--- src/rtl/mips_ctrl_pkg.sv ---
`default_nettype none
// ============================================================================
// Module   : mips_ctrl_pkg
// Purpose  : Shared encodings for the multi-cycle MIPS control path and ALU.
// Revision : 1.0 - initial release
// ============================================================================
package mips_ctrl_pkg;

    typedef logic [3:0] state_t;

    localparam state_t c_st_fetch   = 4'd0;
    localparam state_t c_st_decode  = 4'd1;
    localparam state_t c_st_memadr  = 4'd2;
    localparam state_t c_st_memrd   = 4'd3;
    localparam state_t c_st_memwb   = 4'd4;
    localparam state_t c_st_memwr   = 4'd5;
    localparam state_t c_st_exec    = 4'd6;
    localparam state_t c_st_rtypewb = 4'd7;
    localparam state_t c_st_branch  = 4'd8;
    localparam state_t c_st_jump    = 4'd9;
    localparam state_t c_st_addiex  = 4'd10;
    localparam state_t c_st_addiwb  = 4'd11;

    localparam logic [5:0] c_op_rtype = 6'h00;
    localparam logic [5:0] c_op_lw    = 6'h23;
    localparam logic [5:0] c_op_sw    = 6'h2B;
    localparam logic [5:0] c_op_beq   = 6'h04;
    localparam logic [5:0] c_op_j     = 6'h02;
    localparam logic [5:0] c_op_addi  = 6'h08;

    localparam logic [5:0] c_fn_add = 6'h20;
    localparam logic [5:0] c_fn_sub = 6'h22;
    localparam logic [5:0] c_fn_and = 6'h24;
    localparam logic [5:0] c_fn_or  = 6'h25;
    localparam logic [5:0] c_fn_slt = 6'h2A;
    localparam logic [5:0] c_fn_nor = 6'h27;

    typedef logic [3:0] alu_op_t;

    localparam alu_op_t c_alu_and = 4'b0000;
    localparam alu_op_t c_alu_or  = 4'b0001;
    localparam alu_op_t c_alu_add = 4'b0010;
    localparam alu_op_t c_alu_sub = 4'b0110;
    localparam alu_op_t c_alu_slt = 4'b0111;
    localparam alu_op_t c_alu_nor = 4'b1100;

    localparam logic [1:0] c_srcb_reg   = 2'b00;
    localparam logic [1:0] c_srcb_four  = 2'b01;
    localparam logic [1:0] c_srcb_imm   = 2'b10;
    localparam logic [1:0] c_srcb_immsh = 2'b11;

    localparam logic [1:0] c_pc_alu    = 2'b00;
    localparam logic [1:0] c_pc_aluout = 2'b01;
    localparam logic [1:0] c_pc_jump   = 2'b10;

endpackage : mips_ctrl_pkg
`default_nettype wire

--- src/rtl/alu_decoder.sv ---
`default_nettype none
// ============================================================================
// Module   : alu_decoder
// Purpose  : R-type funct field to ALU operation code, with legality flag.
// Revision : 1.0 - initial release
// ============================================================================
module alu_decoder
    import mips_ctrl_pkg::*;
(
    input  logic [5:0] funct,
    output logic [3:0] aluop,
    output logic       legal
);

    always_comb begin
        aluop = c_alu_add;
        legal = 1'b1;
        case (funct)
            c_fn_add: aluop = c_alu_add;
            c_fn_sub: aluop = c_alu_sub;
            c_fn_and: aluop = c_alu_and;
            c_fn_or:  aluop = c_alu_or;
            c_fn_slt: aluop = c_alu_slt;
            c_fn_nor: aluop = c_alu_nor;
            default:  legal = 1'b0;
        endcase
    end

endmodule : alu_decoder
`default_nettype wire

--- src/rtl/mc_control.sv ---
`default_nettype none
// ============================================================================
// Module   : mc_control
// Purpose  : Multi-cycle MIPS main control FSM driving datapath enables/muxes.
// Revision : 1.0 - initial release
// ============================================================================
module mc_control
    import mips_ctrl_pkg::*;
(
    input  logic       clk,
    input  logic       reset,
    input  logic [5:0] opcode,
    input  logic [5:0] funct,
    input  logic       zero,
    input  logic       mem_ready,
    output logic       PCWrite,
    output logic       IorD,
    output logic       MemRead,
    output logic       MemWrite,
    output logic       IRWrite,
    output logic       RegDst,
    output logic       MemtoReg,
    output logic       RegWrite,
    output logic       ALUSrcA,
    output logic [1:0] ALUSrcB,
    output logic [3:0] ALUop,
    output logic [1:0] PCSource,
    output logic       instr_done,
    output logic       illegal
);

    state_t     r_state;
    logic [3:0] w_fn_aluop;
    logic       w_fn_legal;
    logic       w_op_illegal;

    alu_decoder u_alu_decoder (
        .funct (funct),
        .aluop (w_fn_aluop),
        .legal (w_fn_legal)
    );

    always_comb begin
        case (opcode)
            c_op_rtype:                    w_op_illegal = !w_fn_legal;
            c_op_lw, c_op_sw, c_op_beq,
            c_op_j, c_op_addi:             w_op_illegal = 1'b0;
            default:                       w_op_illegal = 1'b1;
        endcase
    end

    always_ff @(posedge clk) begin
        if (reset) begin
            r_state <= c_st_fetch;
        end else begin
            case (r_state)
                c_st_fetch:   if (mem_ready) r_state <= c_st_decode;
                c_st_decode: begin
                    if (w_op_illegal)
                        r_state <= c_st_fetch;
                    else begin
                        case (opcode)
                            c_op_rtype:       r_state <= c_st_exec;
                            c_op_lw, c_op_sw: r_state <= c_st_memadr;
                            c_op_beq:         r_state <= c_st_branch;
                            c_op_j:           r_state <= c_st_jump;
                            default:          r_state <= c_st_addiex;
                        endcase
                    end
                end
                c_st_memadr:  r_state <= (opcode == c_op_lw) ? c_st_memrd : c_st_memwr;
                c_st_memrd:   if (mem_ready) r_state <= c_st_memwb;
                c_st_memwr:   if (mem_ready) r_state <= c_st_fetch;
                c_st_exec:    r_state <= c_st_rtypewb;
                c_st_addiex:  r_state <= c_st_addiwb;
                default:      r_state <= c_st_fetch;
            endcase
        end
    end

    always_comb begin
        PCWrite    = 1'b0;
        IorD       = 1'b0;
        MemRead    = 1'b0;
        MemWrite   = 1'b0;
        IRWrite    = 1'b0;
        RegDst     = 1'b0;
        MemtoReg   = 1'b0;
        RegWrite   = 1'b0;
        ALUSrcA    = 1'b0;
        ALUSrcB    = c_srcb_reg;
        ALUop      = c_alu_and;
        PCSource   = c_pc_alu;
        instr_done = 1'b0;
        illegal    = 1'b0;
        case (r_state)
            c_st_fetch: begin
                MemRead = 1'b1;
                ALUSrcB = c_srcb_four;
                ALUop   = c_alu_add;
                IRWrite = mem_ready;
                PCWrite = mem_ready;
            end
            c_st_decode: begin
                ALUSrcB    = c_srcb_immsh;
                ALUop      = c_alu_add;
                illegal    = w_op_illegal;
                instr_done = w_op_illegal;
            end
            c_st_memadr, c_st_addiex: begin
                ALUSrcA = 1'b1;
                ALUSrcB = c_srcb_imm;
                ALUop   = c_alu_add;
            end
            c_st_memrd: begin
                MemRead = 1'b1;
                IorD    = 1'b1;
            end
            c_st_memwb: begin
                RegWrite   = 1'b1;
                MemtoReg   = 1'b1;
                instr_done = 1'b1;
            end
            c_st_memwr: begin
                MemWrite   = 1'b1;
                IorD       = 1'b1;
                instr_done = mem_ready;
            end
            c_st_exec: begin
                ALUSrcA = 1'b1;
                ALUop   = w_fn_aluop;
            end
            c_st_rtypewb: begin
                RegWrite   = 1'b1;
                RegDst     = 1'b1;
                instr_done = 1'b1;
            end
            c_st_branch: begin
                ALUSrcA    = 1'b1;
                ALUop      = c_alu_sub;
                PCSource   = c_pc_aluout;
                PCWrite    = zero;
                instr_done = 1'b1;
            end
            c_st_jump: begin
                PCWrite    = 1'b1;
                PCSource   = c_pc_jump;
                instr_done = 1'b1;
            end
            c_st_addiwb: begin
                RegWrite   = 1'b1;
                instr_done = 1'b1;
            end
            default: ;
        endcase
        // Reset suppresses every side effect; mux selects are left as decoded.
        if (reset) begin
            PCWrite    = 1'b0;
            IRWrite    = 1'b0;
            RegWrite   = 1'b0;
            MemWrite   = 1'b0;
            MemRead    = 1'b0;
            instr_done = 1'b0;
            illegal    = 1'b0;
        end
    end

endmodule : mc_control
`default_nettype wire
--- config.mk ---
export PLATFORM = sky130hd
export DESIGN_NAME = mc_control
export DESIGN_NICKNAME = d
export VERILOG_FILES = /design/src/rtl/mips_ctrl_pkg.sv /design/src/rtl/alu_decoder.sv /design/src/rtl/mc_control.sv
export SDC_FILE = /design/constraint.sdc
export NUM_CORES = 1
export LEC_CHECK = 0
export ABC_AREA = 1
export BUFFER_PORTS_ARGS = -buffer_cell sky130_fd_sc_hd__buf_4
export CAP_MARGIN = 5
export CORE_MARGIN = 2
export CORE_UTILIZATION = 47
export DETAILED_ROUTE_END_ITERATION = 10
export HOLD_SLACK_MARGIN = 0.05
export PLACE_DENSITY = 0.84
export RECOVER_POWER = 25
export SYNTH_ARGS = -nofsm -noshare
export SYNTH_HDL_FRONTEND = slang
export SYNTH_SLANG_ARGS = --single-unit
--- constraint.sdc ---
create_clock -name clk -period 2.8 [get_ports clk]
set_clock_uncertainty 0.1 [all_clocks]
set_input_delay 0.56 -clock clk [delete_from_list [all_inputs] [get_ports clk]]
set_output_delay 0.56 -clock clk [all_outputs]
set_load 0.02 [all_outputs]
==> metrics.txt, run 1 <==
status=completed; global route hottest layer=met2; Relative slew margins=80.3%; fin crit share=85.6%; Fin. Hold Viols=0; initial core utilization=50.1%; max reg flops=4; synthesized cell area=644 um^2; Synth area leader=inv_1; total net switching power=88.6 uW; CTS tree=done; Synth top area share=16.3%; largest net degree at the start of global routing=11; ranking of synthesized cells by area=inv_1 16%, nand2_1 15%, nor2_1 15%; first-pass GRT wire length=3.10 mm; Gate Count Post-Synth=134; #FFs+latches synth=4; Setup Buffers After CTS=0; most common cell in the netlist=inv_1; synth cell count leaders=28 x inv_1, 26 x nand2_1, 25 x nor2_1; Die Y=41.0 um; Max stage delay cell, worst path=nor2_1; Max Slew Vio Count=0; storage element area=80.1 um^2; area growth from synthesis to layout=44.9%; Worst Path Required=2.14 ns; Setup WS post-layout=0.403 ns; Worst Setup End Kind=output port; register area share after synthesis=12.4%; top_reg_cell synth=dfxtp_1; Rows=13; Pwr per Cell Area=257 nW/um^2; first drt pass iteration count=4; DR vias=965; htree depth=1; layout cell share with drive strength beyond 1=24.7%; Regs by FF count=r_state (4); post_cts resized=0; Tot GR Track Use=26.7%; Power Total=240 uW; clock share of power=29.2%; hold depth=2; r2r endpoint=r_state[3]$_SDFFE_PP0P_; Filler cells=124; port buffer count=34; Placer Congestion=0.888; Peak VDD IR=0.000381 V; met1 Use GR=34.6%; CTS max path bufs=2; clock-pin transition on the worst setup and hold timing paths=0.03 ns; # diodes=0; hold_sp=r_state[0]$_SDFFE_PP0P_; Avg WL per Cell=10.5 um; synth unique cells=17; # setup viols final=0; cts hold-fix bufs=0; Reg2Reg Setup Slack=1.34 ns; initial antenna violation count=0; area of the core=1280 um^2; Post-synth EDFFs=0; Synth Net Count=150; Yosys Warn Count=0; share of power burned in registers=26.1%; number of remaining DRC errors=0; Reg-to-Reg Start=r_state[2]$_SDFFE_PP0P_; reg2reg path depth=5; max frequency=417 MHz; Slew @ Worst Pin=0.293 ns; RSZ-0062 raised after global routing=no; grt met3 use=4.89%; min-delay worst type=reg -> reg; # IOs=35; WP data arrival=1.74 ns; number of max-cap violations=0; GR Util met2=47.7%; switching part of the total=36.9%; minimum clock period after layout=2.40 ns; vias per cell=5.22; grt total ovfl=0; Mapped Avg Cell Area=4.81 um^2; 1st-iter DRT viols=43; vias in the first global route=773; CP peak stage delay=0.19 ns; combinational group share of total power=44.7%; Min-Delay Endpoint=r_state[0]$_SDFFE_PP0P_; sequence of cells on the critical path=buf_4 -> nor2_1 -> inv_1 -> nor2_1 -> nand3_1 -> nand2_1 -> nand2_1 -> a21oi_1 -> buf_4; Largest Register=r_state; critical path fanouts, max=4; Num CTS Buffers=3; clk_lat worst skew=0.23 ns; Die Span X=41.0 um; final WL=1.94 mm; hpwl dp=1.61 mm; dpl ws=0.433 ns; P_int=152 uW; critical path buffer and inverter count=3; Detail Route Antenna Nets=0; Sum Neg Setup Slack=0 ns; WS Path Type=in -> out; CP top delay family=simple AND/OR/NAND/NOR gates; startpoint types=input port; Leakage=0.582 nW; asr flop ratio synth=0%; Clk Tree Root Cell=clkbuf_4; nets=188; CTS sink count=4; multi-input logic area=440 um^2; die area=1680 um^2
layout make-up:
class | count | share of cell area (%)
clock buffer | 3 | 2.41
inverter | 32 | 12.9
multi-input combinational | 97 | 47.2
sequential | 4 | 8.58
tap | 15 | 2.01
timing repair buffer | 34 | 26.9
power by group through the flow:
stage	clock, mW	sequential [mW]	combinational [mW]
2_1_floorplan	0	0.0625	0.0606
4_1_cts	0.0729	0.0625	0.107
5_1_grt	0.0782	0.0631	0.121
3_3_place_gp	0	0.0635	0.104
3_5_place_dp	0	0.0634	0.107
6_report	0.0701	0.0627	0.107
layer usage:
layer  vias up  routed length (um)
met5         -                   0
met4         0                   0
met3         0                 172
met2        49                 938
met1       416                 831
li1        500                   -
how the worst max path moves through the flow:
stage,from,to,cells after the start
2_1_floorplan,r_state[3]$_SDFFE_PP0P_,PCWrite,6
3_3_place_gp,opcode[5],instr_done,9
3_5_place_dp,opcode[5],instr_done,9
4_1_cts,opcode[5],instr_done,9
5_1_grt,funct[5],instr_done,11
6_report,opcode[5],instr_done,9
tightest hold or removal path: stages, from the launching register on:
cell,delay (ns)
dfxtp_1,0.34
nand3_1,0.10
a21oi_1,0.06
per-stage QoR:
step | util (%) | cells | hold WS [ns] | instance area (um^2)
3_5_place_dp | 71.2 | 182 | 0.447 | 915
5_1_grt | 72.6 | 185 | 0.485 | 933
3_3_place_gp | 71.2 | 182 | 0.447 | 915
6_report | 72.6 | 185 | 0.463 | 933
2_1_floorplan | - | 134 | 0.397 | 644
4_1_cts | 72.9 | 185 | 0.460 | 937
cell families (layout without fill, tap and decap cells):
logic type | after synthesis | after routing | share of synthesized area, %
and+or+nand+nor | 78 | 78 | 52.4
buffers and inverters | 33 | 69 | 19.2
AOI/OAI and AO/OA | 19 | 19 | 15.9
DFF | 4 | 4 | 12.4
cell usage in the layout (no fill, tap or decap), drive strengths merged:
cell type / Yosys / layout
nor3: 1 / 1
a221oi: 1 / 1
nor2: 27 / 27
nor4: 1 / 1
o21ai: 4 / 4
o211ai: 1 / 1
nor3b: 1 / 1
clkbuf: 1 / 5
inv: 32 / 32
buf: 0 / 32
nand3: 18 / 18
a21oi: 12 / 12
nand2: 26 / 26
nand4: 4 / 4
dfxtp: 4 / 4
a31oi: 1 / 1
Note: power is estimated with default switching activity, not from simulation.
==> run 2, diff against run 1 <==
PLACE_DENSITY = 0.83   (was 0.84)
==> run 2 against run 1 <==
Worst setup slack improved by 0.0033 ns. Maximum frequency rose by 0.14%. Clock-buffer cell count did not move. Die area did not move. Sequential cell count did not move. Clock power fell by 3.4%. Final area did not move. Total power fell by 1.1%. Critical endpoint unchanged. Critical path depth did not move.
==> metrics.txt, run 2 (same netlist as run 1, synthesis figures left out) <==
Die Span X=41.0 um; htree depth=1; Placer Congestion=0.914; most frequent cells in the layout=31 x buf_4, 28 x inv_1, 26 x nand2_1, 25 x nor2_1, 18 x nand3_1; area growth from synthesis to layout=44.9%; Rows=13; M1 wire length=858 um; CTS max path bufs=2; # diodes=0; initial antenna violation count=0; grt total ovfl=0; area of the core=1280 um^2; DR WL met2=948 um; number of max-cap violations=0; CP Launch Point=opcode[5]; die area=1680 um^2; final std cells w/o fill=185; initial core utilization=50.1%; WS Path Type=in -> out; Leakage=0.582 nW; critical path fanouts, max=4; Regs by FF count=r_state (4); Reg-to-Reg Start=r_state[2]$_SDFFE_PP0P_; clk_lat worst skew=0.23 ns; hpwl dp=1.59 mm; met3 wire len=119 um; Worst Path Required=2.14 ns; first-pass GRT wire length=2.97 mm; RSZ-0062 raised after global routing=no; # setup viols final=0; DR vias=928; Worst Setup End Kind=output port; Avg WL per Cell=10.4 um; vias in the first global route=752; Fin. Hold Viols=0; post_cts resized=0; CTS sink count=4; WP data arrival=1.73 ns; max layer used=met3; Setup Buffers After CTS=0; Relative slew margins=79.9%; status=completed; 1st-iter DRT viols=44; Sum Neg Setup Slack=0 ns; final instance area=933 um^2; Num CTS Buffers=3; final WL=1.93 mm; Tot GR Track Use=26.3%; Max Slew Vio Count=0; minimum clock period after layout=2.39 ns; max reg flops=4; Power Total=237 uW; min-delay worst type=reg -> reg; Clk Tree Root Cell=clkbuf_4; Largest Register=r_state; fin crit share=85.5%; max frequency=418 MHz; nets=188; Pwr per Cell Area=254 nW/um^2; Die Y=41.0 um; startpoint types=input port; commonest non-fill, non-tap cell in the layout=buf_4; clock-pin transition on the worst setup and hold timing paths=0.03 ns; Slew @ Worst Pin=0.298 ns; vias per cell=5.02; port buffer count=34; first drt pass iteration count=4; largest net degree at the start of global routing=11; placed cell area=915 um^2; Peak VDD IR=0.000259 V; layout cell share with drive strength beyond 1=24.7%; Detail Route Antenna Nets=0; # IOs=35; number of remaining DRC errors=0; cts hold-fix bufs=0; hold_sp=r_state[0]$_SDFFE_PP0P_; Placed Cells=182; CTS tree=done
-- run 2: cell count changes in the layout (fill, tap and decap cells not counted), sizes merged --
cell and delta:
buf -1, clkbuf +1
-- run 2: per-layer routing --
metal / up-vias / global-route usage, %
met5: - / 0
met4: 0 / 5.00
met3: 0 / 4.35
met2: 27 / 48.4
met1: 404 / 31.5
li1: 497 / -
-- run 2: final timing paths --
path | endpoint | slack (ns) | cells past startpoint
max | instr_done | 0.41 | 9
min | r_state[0]$_SDFFE_PP0P_ | 0.45 | 2
max reg2reg | r_state[3]$_SDFFE_PP0P_ | 1.33 | 5
min reg2reg | r_state[0]$_SDFFE_PP0P_ | 0.45 | 2
-- run 2: power breakdown --
| group | internal, mW | switching, mW |
|---|---|---|
| clock network | 0.0477 | 0.0200 |
| logic | 0.0442 | 0.0632 |
| registers | 0.0596 | 0.00272 |
| total | 0.152 | 0.0859 |
-- run 2: stage by stage --
step / setup WS [ns] / hold slack (ns) / utilization, %
floorplan: 0.570 / 0.397 / -
global placement: 0.465 / 0.426 / 71.2
detailed placement: 0.433 / 0.445 / 71.2
CTS: 0.429 / 0.449 / 72.9
global route: 0.251 / 0.474 / 72.6
finish: 0.407 / 0.447 / 72.6
-- run 2: critical path, cell delays in order --
cell	delay, ns
clkbuf_4	0.11
nor2_1	0.20
inv_1	0.07
nor2_1	0.18
nand3_1	0.15
nand2_1	0.08
nand2_1	0.08
a21oi_1	0.15
buf_4	0.15
-- run 2: layout make-up --
| class | count | area (um^2) |
|---|---|---|
| well taps | 15 | 18.8 |
| multi-input cells | 97 | 440 |
| fillers | 123 | 352 |
| clock buffers | 3 | 22.5 |
| flip-flops and latches | 4 | 80.1 |
| inverters | 32 | 120 |
| repair buffers | 34 | 251 |
==> run 3, diff against run 2 <==
CORE_UTILIZATION = 49   (was 47)
CTS_BUF_LIST = sky130_fd_sc_hd__clkbuf_8   (was default)
PLACE_DENSITY = 0.86   (was 0.83)
==> run 3 against run 2 <==
First-iteration DRC count fell by 6.8%. Cell count did not move. Routed wire length is 1.7% higher. Maximum frequency rose by 1.0%. Sequential power increased by 0.6%. Combinational power hardly changed. Via count rose by 3.3%. Sequential cell count stayed put. Global-route usage rose by 0.46 points. Sequential share of layout area shrank 0.17 points. Clock power rose by 77%. Critical path type unchanged.
==> metrics.txt, run 3 (same netlist as run 1, synthesis figures left out) <==
final WL=1.96 mm; clk_lat worst skew=0.22 ns; Die Span X=40.3 um; htree depth=1; RSZ-0062 raised after global routing=no; number of max-cap violations=0; commonest non-fill, non-tap cell in the layout=buf_4; nets=188; largest net degree at the start of global routing=11; Placer Congestion=0.878; post_cts resized=0; Die Y=40.3 um; max frequency=422 MHz; fin crit share=84.6%; die area=1620 um^2; clock-pin transition on the worst setup and hold timing paths=0.03 ns; most frequent cells in the layout=31 x buf_4, 28 x inv_1, 26 x nand2_1, 25 x nor2_1, 18 x nand3_1; initial antenna violation count=0; WP data arrival=1.71 ns; Detail Route Antenna Nets=0; CTS max path bufs=2; Avg WL per Cell=10.6 um; Leakage=0.590 nW; # IOs=35; number of remaining DRC errors=0; Fin. Hold Viols=0; CTS tree=done; Setup Buffers After CTS=0; WS Path Type=in -> out; first drt pass iteration count=4; initial core utilization=50.8%; Clk Tree Root Cell=clkbuf_8; startpoint types=input port; min-delay worst type=reg -> reg; Worst Setup End Kind=output port; # setup viols final=0; vias in the first global route=745; area growth from synthesis to layout=47.8%; status=completed; layout cell share with drive strength beyond 1=24.7%; Sum Neg Setup Slack=0 ns; area of the core=1270 um^2; Num CTS Buffers=3; first-pass GRT wire length=2.98 mm; Max Slew Vio Count=0; critical path fanouts, max=5; Tot GR Track Use=26.8%; # diodes=0; Peak VDD IR=0.000323 V; cts hold-fix bufs=0; grt total ovfl=0; DR vias=959; CTS sink count=4; hpwl dp=1.64 mm; Regs by FF count=r_state (4); vias per cell=5.18; Filler cells=108; Largest Register=r_state; Relative slew margins=74.7%; Rows=13; Power Total=289 uW; 1st-iter DRT viols=41; minimum clock period after layout=2.37 ns; Slew @ Worst Pin=0.376 ns; Pwr per Cell Area=304 nW/um^2; port buffer count=34; Worst Path Required=2.14 ns; max reg flops=4
## run 3: final timing paths
check                          startpoint                       to  slack [ns]  depth (start not counted)
setup / recovery                 funct[4]               instr_done        0.43                         10
hold / removal    r_state[0]$_SDFFE_PP0P_  r_state[0]$_SDFFE_PP0P_        0.45                          2
setup reg to reg  r_state[0]$_SDFFE_PP0P_  r_state[1]$_SDFFE_PP0P_        1.38                          9
hold reg to reg   r_state[0]$_SDFFE_PP0P_  r_state[0]$_SDFFE_PP0P_        0.45                          2
## run 3: area by class of cell
type / count / area [um^2] / area share [%]
multi-input cells: 97 / 440 / 46.3
inverters: 32 / 120 / 12.6
flip-flops and latches: 4 / 80.1 / 8.41
clock buffers: 3 / 41.3 / 4.34
repair buffers: 34 / 251 / 26.4
well taps: 15 / 18.8 / 1.97
## run 3: per-layer routing
metal	share of wire, %	vias to the layer above	GRT usage (%)
met3	9.3	2	0.556
met4	0.92	0	7.50
met5	0	-	0
met1	43	418	36.2
li1	-	494	-
met2	46	45	46.4
## run 3: per-stage QoR
stage / util, % / hold WS (ns) / worst slack, ns / cell area [um^2] / instances
2_1_floorplan: - / 0.397 / 0.570 / 644 / 134
3_3_place_gp: 72.1 / 0.444 / 0.464 / 915 / 182
3_5_place_dp: 72.1 / 0.437 / 0.453 / 915 / 182
4_1_cts: 75.3 / 0.442 / 0.450 / 956 / 185
5_1_grt: 75.0 / 0.485 / 0.275 / 952 / 185
6_report: 75.0 / 0.446 / 0.431 / 952 / 185
## run 3: worst max-delay path, stage by stage
cell and delay (ns):
clkbuf_4 0.11, nor2_1 0.25, nand3_1 0.15, nand2_1 0.12
inv_1 0.05, nand3_1 0.10, nand2_1 0.06, nand2_1 0.07
a21oi_1 0.06, buf_4 0.17
## run 3: report_power, final
part / total (mW) / switching [mW] / internal (mW) / leakage [nW]
Combinational: 0.107 / 0.0624 / 0.0442 / 0.535
Sequential: 0.0628 / 0.00304 / 0.0598 / 0.0325
Clock: 0.120 / 0.0284 / 0.0915 / 0.0216
